### src/rtl/fetch_cycle.sv
// ---------------------------------------------------------------------------
// fetch_cycle -- instruction-fetch stage of the 5-stage RV32I pipeline.
//
// Owns the fetch PC, drives a req/ack instruction-memory master port and
// loads the IF/ID register consumed by decode. A one-entry skid buffer
// catches an instruction that returns while decode is stalled, so nothing
// fetched is ever lost or delivered twice. A redirect from execute discards
// every younger instruction, including a response still in flight.
//
// Parameters
//   RESET_PC   first fetch address after reset
//   NOP_INST   instruction placed in IF/ID on bubbles and flushes
//
// Ports
//   i_fetch_clk          clock
//   i_fetch_reset        asynchronous, active-high reset
//   i_fetch_stall        hold IF/ID and stop the PC advancing
//   i_fetch_redirect     flush and restart at i_fetch_redirect_pc
//   i_fetch_redirect_pc  redirect target (word aligned)
//   o_fetch_imem_req     instruction-memory request
//   o_fetch_imem_addr    request address, stable while req=1 and ack=0
//   i_fetch_imem_ack     read data valid (may coincide with req: zero wait)
//   i_fetch_imem_rdata   instruction word
//   o_fetch_pc_de        IF/ID pc
//   o_fetch_inst_de      IF/ID instruction
//   o_fetch_insn_vld_de  IF/ID valid
//
// Optional build macro FETCH_PERF_CNT_EN adds
//   o_fetch_inst_cnt     cycles in which IF/ID loaded a valid instruction
//   o_fetch_bubble_cnt   unstalled cycles in which IF/ID loaded a bubble
// ---------------------------------------------------------------------------
`timescale 1ns/1ps

module fetch_cycle #(
  parameter logic [31:0] RESET_PC = 32'h0000_0000,
  parameter logic [31:0] NOP_INST = 32'h0000_0013
) (
  input  logic        i_fetch_clk,
  input  logic        i_fetch_reset,
  input  logic        i_fetch_stall,
  input  logic        i_fetch_redirect,
  input  logic [31:0] i_fetch_redirect_pc,
  output logic        o_fetch_imem_req,
  output logic [31:0] o_fetch_imem_addr,
  input  logic        i_fetch_imem_ack,
  input  logic [31:0] i_fetch_imem_rdata,
  output logic [31:0] o_fetch_pc_de,
  output logic [31:0] o_fetch_inst_de,
  output logic        o_fetch_insn_vld_de
`ifdef FETCH_PERF_CNT_EN
  ,
  output logic [31:0] o_fetch_inst_cnt,
  output logic [31:0] o_fetch_bubble_cnt
`endif
);

  // S_FETCH : request at pc_q, deliver the response straight into IF/ID
  // S_HOLD  : a response arrived under stall and sits in the skid buffer
  // S_DROP  : a redirect overtook an outstanding request; wait out its ack
  typedef enum logic [1:0] {
    S_FETCH = 2'd0,
    S_HOLD  = 2'd1,
    S_DROP  = 2'd2
  } state_e;

  state_e      state_q;
  logic [31:0] pc_q;        // next address to fetch
  logic [31:0] req_addr_q;  // address currently presented to memory
  logic        req_q;
  logic [31:0] skid_pc_q;
  logic [31:0] skid_inst_q;
  logic        skid_full_q;

  logic [31:0] pc_inc;
  logic        deliver_fetch;
  logic        deliver_skid;

  // Modulo-2^32 increment: 32'hFFFF_FFFC wraps to 0 by plain truncation.
  assign pc_inc = pc_q + 32'd4;

  // Candidate IF/ID sources; redirect and stall priority is applied where
  // the IF/ID register is written.
  assign deliver_fetch = (state_q == S_FETCH) && i_fetch_imem_ack;
  assign deliver_skid  = (state_q == S_HOLD) && skid_full_q;

  // req and addr come straight from flops so the memory sees glitch-free,
  // stable request signals. In S_FETCH and S_HOLD req_addr_q always equals
  // pc_q; only S_DROP lets them diverge.
  assign o_fetch_imem_req  = req_q;
  assign o_fetch_imem_addr = req_addr_q;

  // -------------------------------------------------------------------------
  // Fetch control FSM: state, PC, request registers and skid buffer.
  // -------------------------------------------------------------------------
  // NOTE: every sequential block uses non-blocking (<=) assignments so all
  // flops sample the pre-edge values; blocking here would create order races.
  always_ff @(posedge i_fetch_clk or posedge i_fetch_reset) begin
    if (i_fetch_reset) begin
      state_q     <= S_FETCH;
      pc_q        <= RESET_PC;
      req_addr_q  <= RESET_PC;
      req_q       <= 1'b1;
      // NOTE: the skid data fields are reset as well; they are only a few
      // flops and this keeps X out of IF/ID even before the first stall.
      skid_pc_q   <= '0;
      skid_inst_q <= NOP_INST;
      skid_full_q <= 1'b0;
    end else begin
      case (state_q)
        S_FETCH: begin
          if (i_fetch_imem_ack) begin
            if (i_fetch_redirect) begin
              // Response belongs to the squashed path: drop it.
              pc_q       <= i_fetch_redirect_pc;
              req_addr_q <= i_fetch_redirect_pc;
            end else begin
              pc_q       <= pc_inc;
              req_addr_q <= pc_inc;
              if (i_fetch_stall) begin
                // Decode cannot take it: park it and stop requesting.
                skid_pc_q   <= pc_q;
                skid_inst_q <= i_fetch_imem_rdata;
                skid_full_q <= 1'b1;
                req_q       <= 1'b0;
                state_q     <= S_HOLD;
              end
            end
          end else if (i_fetch_redirect) begin
            // The old request must stay on the bus until acked, so
            // req_addr_q keeps pc_q while pc_q moves to the target.
            pc_q    <= i_fetch_redirect_pc;
            state_q <= S_DROP;
          end
        end

        S_HOLD: begin
          if (i_fetch_redirect) begin
            pc_q        <= i_fetch_redirect_pc;
            req_addr_q  <= i_fetch_redirect_pc;
            skid_full_q <= 1'b0;
            req_q       <= 1'b1;
            state_q     <= S_FETCH;
          end else if (!i_fetch_stall) begin
            // Skid drains into IF/ID this edge; pc_q already points past it.
            skid_full_q <= 1'b0;
            req_q       <= 1'b1;
            state_q     <= S_FETCH;
          end
        end

        S_DROP: begin
          if (i_fetch_redirect) begin
            pc_q <= i_fetch_redirect_pc;
          end
          if (i_fetch_imem_ack) begin
            // Stale response discarded; resume at the latest target.
            req_addr_q <= i_fetch_redirect ? i_fetch_redirect_pc : pc_q;
            state_q    <= S_FETCH;
          end
        end

        default: begin
          state_q <= S_FETCH;
          req_q   <= 1'b1;
        end
      endcase
    end
  end

  // -------------------------------------------------------------------------
  // IF/ID register. Priority: redirect flush, stall hold, delivery, bubble.
  // -------------------------------------------------------------------------
  always_ff @(posedge i_fetch_clk or posedge i_fetch_reset) begin
    if (i_fetch_reset) begin
      o_fetch_pc_de       <= '0;
      o_fetch_inst_de     <= NOP_INST;
      o_fetch_insn_vld_de <= 1'b0;
    end else if (i_fetch_redirect) begin
      o_fetch_pc_de       <= '0;
      o_fetch_inst_de     <= NOP_INST;
      o_fetch_insn_vld_de <= 1'b0;
    end else if (!i_fetch_stall) begin
      if (deliver_fetch) begin
        o_fetch_pc_de       <= pc_q;
        o_fetch_inst_de     <= i_fetch_imem_rdata;
        o_fetch_insn_vld_de <= 1'b1;
      end else if (deliver_skid) begin
        o_fetch_pc_de       <= skid_pc_q;
        o_fetch_inst_de     <= skid_inst_q;
        o_fetch_insn_vld_de <= 1'b1;
      end else begin
        o_fetch_pc_de       <= '0;
        o_fetch_inst_de     <= NOP_INST;
        o_fetch_insn_vld_de <= 1'b0;
      end
    end
  end

`ifdef FETCH_PERF_CNT_EN
  // -------------------------------------------------------------------------
  // Performance counters, both free-running modulo 2^32.
  // -------------------------------------------------------------------------
  logic        load_vld;
  logic        load_bubble;
  logic [31:0] inst_cnt_q;
  logic [31:0] bubble_cnt_q;

  assign load_vld    = !i_fetch_redirect && !i_fetch_stall &&
                       (deliver_fetch || deliver_skid);
  // A flush under stall still loads a bubble but is not counted: bubbles
  // are only charged to cycles where decode was actually able to accept.
  assign load_bubble = !i_fetch_stall && !load_vld;

  always_ff @(posedge i_fetch_clk or posedge i_fetch_reset) begin
    if (i_fetch_reset) begin
      inst_cnt_q   <= '0;
      bubble_cnt_q <= '0;
    end else begin
      if (load_vld) begin
        inst_cnt_q <= inst_cnt_q + 32'd1;
      end
      if (load_bubble) begin
        bubble_cnt_q <= bubble_cnt_q + 32'd1;
      end
    end
  end

  assign o_fetch_inst_cnt   = inst_cnt_q;
  assign o_fetch_bubble_cnt = bubble_cnt_q;
`endif

endmodule

### config.mk
export PLATFORM = sky130hd
export DESIGN_NAME = fetch_cycle
export DESIGN_NICKNAME = d
export VERILOG_FILES = /design/src/rtl/fetch_cycle.sv
export SDC_FILE = /design/constraint.sdc
export NUM_CORES = 1
export LEC_CHECK = 0
export CAP_MARGIN = 40
export CORE_UTILIZATION = 39
export CTS_BUF_LIST = sky130_fd_sc_hd__clkbuf_16
export CTS_CLUSTER_SIZE = 30
export DETAILED_ROUTE_END_ITERATION = 8
export GPL_TIMING_DRIVEN = 0
export PLACE_DENSITY = 0.61
export SYNTH_ARGS = -nofsm -noshare
export SYNTH_HDL_FRONTEND = slang
export SYNTH_SLANG_ARGS = --single-unit
### constraint.sdc
create_clock -name i_fetch_clk -period 6.75 [get_ports i_fetch_clk]
set_input_delay 0.675 -clock i_fetch_clk [delete_from_list [all_inputs] [get_ports i_fetch_clk]]
set_output_delay 0.675 -clock i_fetch_clk [all_outputs]
set_load 0.01 [all_outputs]
==> metrics.txt, run 1 <==
CP endpoint kind=flip-flop; # diodes=0; outcome=completed; crit-path cells=inv_1, ha_1, clkbuf_1, clkbuf_1, buf_1, o21ai_0, a221oi_1, nor2_1; Die W=around 160 microns; cts hold-fix bufs=0; Arr. time, crit path=between 3 and 4 ns; die area=around 0.027 sq mm; H-tree levels=4; row count=58; CTS Buf Count=17; CP Class=reg -> reg; fill cell count=between 2000 and 2500; Slew Limit Fails=0; wire length of the first global-routing pass=around 50000 microns; final hold slack=between 0.4 and 0.5 ns; RSZ-0062 raised after global routing=no; chip height=roughly 160 microns; Post-synth EDFFs=0; CTS Sinks=between 150 and 200; buffer depth of the longest clock path=2; Leak Pwr=approximately 5.2 nW; Seq/Total Area, Yosys=48.50%; DRT antenna net count=0; distinct cell type count after synthesis=70; Final Util=about half; drt wl/cell=around 21 microns; Setup TNS=0 ns; Req. time, crit path=about 7.1 ns; CTS tree=built; CTS root buf=clkbuf_16; reg2reg path depth=8; pin count of the biggest net entering global routing=82; Hold Path End=o_fetch_inst_de[23]; Reg2Reg Setup Slack=3.74 ns; initial core utilization=40.09%; startpoint types=flip-flop; Slew Limit Headroom=a little over two fifths; Mean Syn Cell Area=approximately 9.8 sq um; final setup vio count=0; routed wire length=~33000 microns; commonest non-fill, non-tap cell in the layout=dfrtp_1; Async S/R FF share, synth=100.0%; FMAX=0.3326 GHz; Reg2Reg Capture Point=o_fetch_imem_addr[2]; dominant synthesized flop cell=dfrtp_1; hold crit path type=reg -> reg; vias in the first global route=between 8000 and 9000; highest-count cells in the layout ignoring fill and taps=dfrtp_1, clkdlybuf4s50_1, nand2_1; register bit total from synthesis=197; slowest stage delay, CP=about 0.62 ns; HPWL Detailed=~24000 microns; worst-skew pair later-pin latency=0.45 ns; Syn-to-layout area delta=27.10%; setup ws final=3.743 ns; Reg-to-Reg Start=state_q[1]; num ports=approximately 170; Tot GR Track Use=roughly a quarter; mapped cell area=0.01018 sq mm; post-route clock skew=0.01448 ns; fin crit share=between 40% and 50%; drt first pass iters=5; final hold viol count=0; CTS resizes=0; PortBufs=between 150 and 200; drt via density=just under 6; fin crit period=3.007 ns; PD cells=slightly below 400 mW/mm^2; routability cong.=~0.93; cells after synthesis=1038; drt first-iter violations=a little under 900; Post-route DRC=0; grt total ovfl=0; Post-Place Worst Slack=approximately 3.5 ns; clock slew at reported path FFs=roughly 0.08 ns; Synth Warn #=0; share of layout cells above drive strength 1=between 10% and 20%; CP max FO=10; most frequent CP cell=clkbuf_1; # Max-Cap Violations=0; VDD IR max=between 0.15 and 0.2 mV; syn_nets=roughly 1100; Worst Hold Depth=2; slowest cell on the critical path=buf_1; initial antenna violation count=0; post-CTS setup buffers=0; Final nets=between 1000 and 1500; Slew @ Worst Pin=0.8693 ns; Core Area=between 0.02 and 0.03 sq mm; vias=9051; total power=0.005122 W; Hold Path Origin=o_fetch_inst_de[23]
## worst max path at each step
stage          slack, ns                    end              from  cells after the start
2_1_floorplan       0.72   o_fetch_imem_addr[0]     i_fetch_reset                      1
3_3_place_gp       -2.27  o_fetch_imem_addr[20]     i_fetch_reset                      2
3_5_place_dp        3.47      o_fetch_pc_de[16]  i_fetch_imem_ack                      7
4_1_cts             3.88   o_fetch_imem_addr[2]        state_q[1]                      8
5_1_grt             3.66   o_fetch_imem_addr[2]        state_q[0]                      8
6_report            3.74   o_fetch_imem_addr[2]        state_q[1]                      8
## registers in the layout, summed over array words and instances, names as in the netlist
signal               count
o_fetch_imem_addr       32
o_fetch_inst_de         32
o_fetch_pc_de           32
pc_q                    32
skid_inst_q             32
skid_pc_q               32
state_q                  2
o_fetch_imem_req         1
o_fetch_insn_vld_de      1
skid_full_q              1
## per-stage QoR
stage | std cells | instance area (sq um)
after CTS | 1570 | 12940
after detailed placement | 1538 | 12340
final | 1570 | 12940
after global routing | 1570 | 12940
after global placement | 1533 | 12250
after floorplan | 1038 | 10180
## cell usage after synthesis, types with 4 or more instances
library cell / number / area share (%)
mux2i_1: 59 / 5.8
dfrtp_1: 190 / 47
o22ai_1: 7 / 0.43
buf_2: 22 / 1.1
a22oi_1: 11 / 0.81
clkbuf_1: 59 / 2.2
dfstp_2: 7 / 1.8
a31oi_1: 10 / 0.61
a221oi_1: 20 / 1.7
nand4_1: 15 / 0.92
nor4_2: 4 / 0.49
nand3_1: 20 / 0.98
nand2b_1: 4 / 0.25
mux2_2: 66 / 7.3
o221ai_1: 5 / 0.43
nand2_1: 136 / 5.0
nor3_1: 20 / 0.98
o31ai_1: 4 / 0.29
o41ai_1: 4 / 0.34
and4_1: 6 / 0.52
buf_1: 12 / 0.44
nor2_1: 62 / 2.3
o22a_1: 7 / 0.60
a21oi_1: 51 / 2.5
inv_1: 16 / 0.59
ha_1: 5 / 0.61
a2bb2oi_1: 4 / 0.34
xor2_1: 4 / 0.34
and3_1: 8 / 0.49
o21ai_0: 97 / 4.8
xnor2_1: 12 / 1.0
nor4_1: 9 / 0.55
a211oi_1: 9 / 0.66
and2_1: 4 / 0.25
a32oi_1: 4 / 0.34
nor2b_1: 10 / 0.61
## worst max-delay path, delay by kind of cell, from the launching register on
| kind | cells | cell delay, ns |
|---|---|---|
| buffers and inverters | 4 | 1.49 |
| AOI/OAI and AO/OA | 2 | 0.66 |
| DFF | 1 | 0.38 |
| adders and majority gates | 1 | 0.27 |
| and+or+nand+nor | 1 | 0.08 |
## routing by layer
layer  track usage, %  share of wire [%]  vias to the layer above
met3            4.292                6.4                       64
met5                0                  0                        -
met2            39.12                 45                      360
li1                 -                  -                     4131
met1            35.44                 46                     4496
met4            9.722                3.0                        0
## layout make-up
| class | count | area [sq um] | share of cell area, % |
|---|---|---|---|
| flip-flops and latches | 197 | 4938 | 38.16 |
| repair buffers | 170 | 1733 | 13.39 |
| clock inverters | 15 | 180.2 | 1.392 |
| well taps | 330 | 412.9 | 3.191 |
| inverters | 16 | 67.56 | 0.5221 |
| multi-input cells | 726 | 4763 | 36.81 |
| clock buffers | 17 | 425.4 | 3.287 |
| plain buffers | 99 | 420.4 | 3.249 |
## power by group
group	total (W)	switching [W]	internal [W]
registers	0.00185	0.000246	0.00160
logic	0.00221	0.00125	0.000960
clock network	0.00107	0.000531	0.000537
## cells by family (layout without fill, tap and decap cells)
kind of cell               count (synthesis)  after routing  share of synthesized area [%]
muxes                                    125            125                          13.10
DFF                                      197            197                          48.50
and+or+nand+nor                          317            317                          15.18
adders and majority gates                  5              5                         0.6144
xor gates and xnor gates                  16             16                          1.376
buffers and inverters                    115            317                          4.719
AOI/OAI and AO/OA                        263            263                          16.52
Power figures use the tool's default switching activity.
==> run 2: changes to the inputs <==
Clock period 6.75 ns to 2.8 ns, I/O delays scaled along.
==> run 2 against run 1 <==
  * Clock skew shrank 0.0024 ns
  * Clock power is 140% higher
  * Worst setup slack worse by 3.6 ns
  * Maximum frequency grew 12%
  * Non-clock buffer count increased by 3
  * Core utilization grew 0.18 points
  * Register-to-register slack worse by 3.6 ns
  * First-iteration DRC count shrank 13%
  * Sequential power is 140% higher
  * Flip-flop and latch count did not move
==> metrics.txt, run 2 (synthesis gave the netlist of run 1 again) <==
outcome=completed; Final Util=between 50% and 60%; routed wire length=roughly 33000 microns; Slew @ Worst Pin=roughly 0.77 ns; Req. time, crit path=3.10 ns; clock slew at reported path FFs=approximately 0.080 ns; wire length of the first global-routing pass=51070 microns; drt via density=5.755; PortBufs=approximately 170; commonest non-fill, non-tap cell in the layout=dfrtp_1; DRT antenna net count=0; Slew Limit Fails=0; # Max-Cap Violations=0; Leak Pwr=~5.3 nW; met2 usage=between 30% and 40%; Die W=approximately 160 microns; CTS Buf Count=17; PD cells=between 900 and 1000 mW/mm^2; cts hold-fix bufs=0; routability cong.=approximately 0.92; final hold viol count=0; FMAX=about 0.37 GHz; startpoint types=flip-flop; Slew Limit Headroom=approximately half; fin crit share=between 90% and 100%; drt first-iter violations=approximately 770; Syn-to-layout area delta=27.55%; Core Area=about 0.025 sq mm; VDD IR max=0.5206 mV; CP max FO=8; gr busiest metal=met2; buffer depth of the longest clock path=2; CTS Sinks=197; drt wl/cell=roughly 21 microns; final setup vio count=0; Post-route DRC=0; M3 GR Usage=under 10%; CP Class=reg -> reg; RSZ-0062 raised after global routing=no; initial antenna violation count=1; die area=0.02676 sq mm; Arr. time, crit path=between 2 and 3 ns; CTS root buf=clkbuf_16; met1 GRT Util=a little over a third; Reg-to-Reg Start=pc_q[3]; Tot GR Track Use=between 20% and 30%; num ports=167; drt first pass iters=5; H-tree levels=4; vias in the first global route=around 8600; Post-Place Worst Slack=-0.01732 ns; setup ws final=between 0.1 and 0.15 ns; post-route clock skew=0.01210 ns; share of layout cells above drive strength 1=between 10% and 20%; fin crit period=2.683 ns; grt total ovfl=0; Final nets=approximately 1300; vias=between 9000 and 10000; CTS tree=built; initial core utilization=about 40%; highest-count cells in the layout ignoring fill and taps=dfrtp_1, clkdlybuf4s50_1, nand2_1; worst-skew pair later-pin latency=around 0.44 ns; HPWL Detailed=23860 microns; chip height=between 150 and 200 microns; row count=58; pin count of the biggest net entering global routing=37; hold crit path type=in -> async; crit path from=pc_q[3]; CP endpoint kind=flip-flop
run 2: cell count changes in the layout (fill, tap and decap cells not counted), moves of 2 or more:
cell      before  now
buf_1         12   10
buf_12         0    5
buf_16         2    0
clkbuf_1      59   55
clkbuf_2       2    7
inv_1         15   17
inv_12         2    0
nor2_1        62   60
nor2_2         0    2
run 2: through the flow:
step / hold WS (ns) / setup TNS, ns / std cells / cell area, sq um / total power, W
floorplan: 0.3854 / -3.925 / 1038 / 10190 / 0.007557
global placement: 0.4603 / -335.49 / 1533 / 12250 / 0.009617
detailed placement: 0.4701 / -0.01732 / 1541 / 12380 / 0.009742
CTS: 0.3368 / 0 / 1573 / 12970 / 0.01232
global route: 0.3718 / 0 / 1574 / 12990 / 0.01306
finish: 0.3246 / 0 / 1574 / 12990 / 0.01235
run 2: repair_timing:
item	in CTS	in global routing
setup buffers	0	0
gates resized for setup	1	11
endpoints found under the setup margin	1	15
hold endpoints to repair	0	0
run 2: area by class of cell:
cell class | instances | area [sq um]
Inverter | 16 | 63.81
Antenna cell | 1 | 2.502
Tap cell | 330 | 412.9
Buffer | 99 | 427.9
Sequential cell | 197 | 4938
Timing Repair Buffer | 173 | 1778
Fill cell | 2419 | 12410
Multi-Input combinational cell | 726 | 4768
Clock buffer | 17 | 425.4
Clock inverter | 15 | 170.2
run 2: worst paths after layout:
| kind | slack [ns] | to | cells past startpoint |
|---|---|---|---|
| worst max-delay path | 0.12 | pc_q[22] | 6 |
| worst max register to register | 0.12 | pc_q[22] | 6 |
| min in group i_fetch_clk | 0.47 | pc_q[0] | 3 |
| worst min register to register | 0.48 | o_fetch_inst_de[17] | 2 |
| worst min-delay path | 0.32 | o_fetch_inst_de[25] | 2 |
| max in group asynchronous | 1.33 | o_fetch_imem_addr[23] | 5 |
run 2: worst max-delay path, cell delays in order, from the launching register on:
cell	delay (ns)
dfrtp_1	0.51
ha_1	0.32
nand3_1	0.17
nor2_1	0.54
nand3_1	0.39
o311ai_0	0.45
o211ai_1	0.15
run 2: per-layer routing:
layer	wire, microns	vias to the layer above
li1	-	4147
met1	15160	4439
met2	14900	418
met3	2400	55
met4	687	0
met5	0	-
run 2: power breakdown:
| part | internal (W) | switching, W |
|---|---|---|
| clock | 0.00135 | 0.00122 |
| combinational | 0.00233 | 0.00299 |
| sequential | 0.00386 | 0.000586 |
| total | 0.00755 | 0.00480 |
==> run 3: changes to the inputs <==
Settings changed: CORE_MARGIN set to 3, SLEW_MARGIN set to 20.
==> run 3 against run 2 <==
  * Sequential share of layout area is 0.058 points lower
  * Clock skew hardly changed
  * Global-route usage is 1.1 points lower
  * First-iteration DRC count is 7.7% higher
  * Power is 0.17% lower
  * Cell count stayed put
  * Worst hold slack worse by 0.022 ns
  * Flip-flop and latch count stayed put
==> metrics.txt, run 3 (synthesis gave the netlist of run 1 again) <==
fin crit share=roughly 94%; fill cell count=about 2400; drt via density=around 5.8; Reg2Reg Capture Point=o_fetch_imem_addr[23]; reg2reg path depth=7; PortBufs=between 150 and 200; vias=a little over 9000; pin count of the biggest net entering global routing=34; CTS tree=built; Arr. time, crit path=between 2 and 3 ns; most frequent CP cell=clkbuf_1; highest-count cells in the layout ignoring fill and taps=dfrtp_1, clkdlybuf4s50_1, nand2_1; routed metal-1 wire length=15420 microns; cts hold-fix bufs=0; final hold viol count=0; DR top layer=met4; Leak Pwr=between 5 and 6 nW; Tot GR Track Use=roughly a quarter; CP endpoint kind=flip-flop; Post-route DRC=0; Reg-to-Reg Start=state_q[0]; CTS root buf=clkbuf_16; wire length of the first global-routing pass=around 53000 microns; setup ws final=around 0.16 ns; RSZ-0062 raised after global routing=no; slowest cell on the critical path=nor2_1; post-CTS setup buffers=0; CTS resizes=1; PD cells=between 900 and 1000 mW/mm^2; Core Area=0.02540 sq mm; commonest non-fill, non-tap cell in the layout=dfrtp_1; buffer depth of the longest clock path=2; chip height=167.6 microns; initial core utilization=approximately two fifths; Register Area=about 0.0049 sq mm; DRT antenna net count=0; grt total ovfl=0; drt wl/cell=approximately 22 microns; post-route clock skew=roughly 0.013 ns; multi-input logic area=0.004768 sq mm; HPWL Detailed=between 20000 and 25000 microns; final setup vio count=0; CP Class=reg -> reg; CTS Buf Count=17; VDD IR max=approximately 0.48 mV; Slew Limit Headroom=between 40% and 50%; crit path from=state_q[0]; share of layout cells above drive strength 1=around 13%; worst-skew pair later-pin latency=around 0.44 ns; CP endpoint=o_fetch_imem_addr[23]; num ports=~170; routed wire length=34060 microns; row count=between 50 and 60; # Max-Cap Violations=0; startpoint types=flip-flop; Syn-to-layout area delta=27.75%; drt first-iter violations=830; CTS Sinks=197; met2 WL=between 15000 and 20000 microns; Reg2Reg Setup Slack=about 0.16 ns; FMAX=roughly 0.38 GHz; H-tree levels=4; vias in the first global route=between 8000 and 9000; Post-Place Worst Slack=-0.03824 ns; Req. time, crit path=between 3 and 4 ns; clock slew at reported path FFs=approximately 0.080 ns; hold crit path type=in -> async; crit-path cells=inv_1, ha_1, clkbuf_1, or2_2, clkbuf_1, nor2_1, a221oi_1; die area=between 0.02 and 0.03 sq mm; slowest stage delay, CP=~0.70 ns; Final nets=between 1000 and 1500; fin crit period=about 2.6 ns; initial antenna violation count=0; # diodes=0; CP max FO=10; drt first pass iters=6; final hold slack=between 0.3 and 0.4 ns; Die W=between 150 and 200 microns; routed wl met3=2345 microns; Slew @ Worst Pin=between 0.8 and 0.9 ns; Slew Limit Fails=0; outcome=completed; routability cong.=approximately 0.96
run 3: cell types whose count changed in the layout (fill, tap and decap cells not counted), sizes merged:
cell,previous run,this run
bufinv,2,1
clkbuf,79,80
clkinv,3,5
clkinvlp,1,3
diode,1,0
inv,25,22
run 3: worst min path at each step:
stage                     cells past startpoint  slack [ns]             endpoint                    from
after detailed placement                      2        0.47        skid_pc_q[27]           skid_pc_q[27]
after CTS                                     2        0.31  o_fetch_inst_de[22]           i_fetch_reset
after global placement                        2        0.46  o_fetch_inst_de[13]     o_fetch_inst_de[13]
final                                         2        0.30  o_fetch_inst_de[23]           i_fetch_reset
after global routing                          2        0.34  o_fetch_inst_de[27]           i_fetch_reset
after floorplan                               2        0.39              pc_q[0]  i_fetch_redirect_pc[0]
run 3: critical path: cells and delay by family, from the launching register on:
family	cells	cell delay, ns
AO/OA/AOI/OAI	1	0.21
buffers and inverters	3	0.59
flip-flops	1	0.39
adder cells (fa/ha/maj)	1	0.28
AND/OR/NAND/NOR	2	1.01
run 3: area by class of cell:
type | instances | share of cell area [%]
Buffer | 99 | 3.309
Clock buffer | 17 | 3.270
Sequential cell | 197 | 37.97
Timing Repair Buffer | 174 | 13.82
Tap cell | 330 | 3.174
Multi-Input combinational cell | 726 | 36.66
Clock inverter | 15 | 1.308
Inverter | 16 | 0.4906
run 3: stage by stage:
stage | setup TNS [ns] | power (W) | instances | utilization (%) | cell area, sq um
floorplan | -3.925 | 0.007557 | 1038 | - | 10190
global placement | -336.00 | 0.009648 | 1533 | 48.23 | 12250
detailed placement | -0.07272 | 0.009775 | 1541 | 48.76 | 12390
CTS | 0 | 0.01233 | 1573 | 51.11 | 12980
global route | 0 | 0.01307 | 1574 | 51.21 | 13010
finish | 0 | 0.01233 | 1574 | 51.21 | 13010
run 3: report_power, final:
group	leakage (nW)	internal (W)	total, W	switching [W]
registers	2.44	0.00386	0.00445	0.000584
logic	2.54	0.00234	0.00536	0.00302
clock network	0.291	0.00127	0.00252	0.00125
total	5.28	0.00748	0.0123	0.00485
run 3: per-layer routing:
metal | global-route usage, % | up-vias
met5 | 0 | -
met4 | 6.617 | 0
met3 | 4.060 | 52
met2 | 38.27 | 407
met1 | 34.40 | 4544
li1 | - | 4140
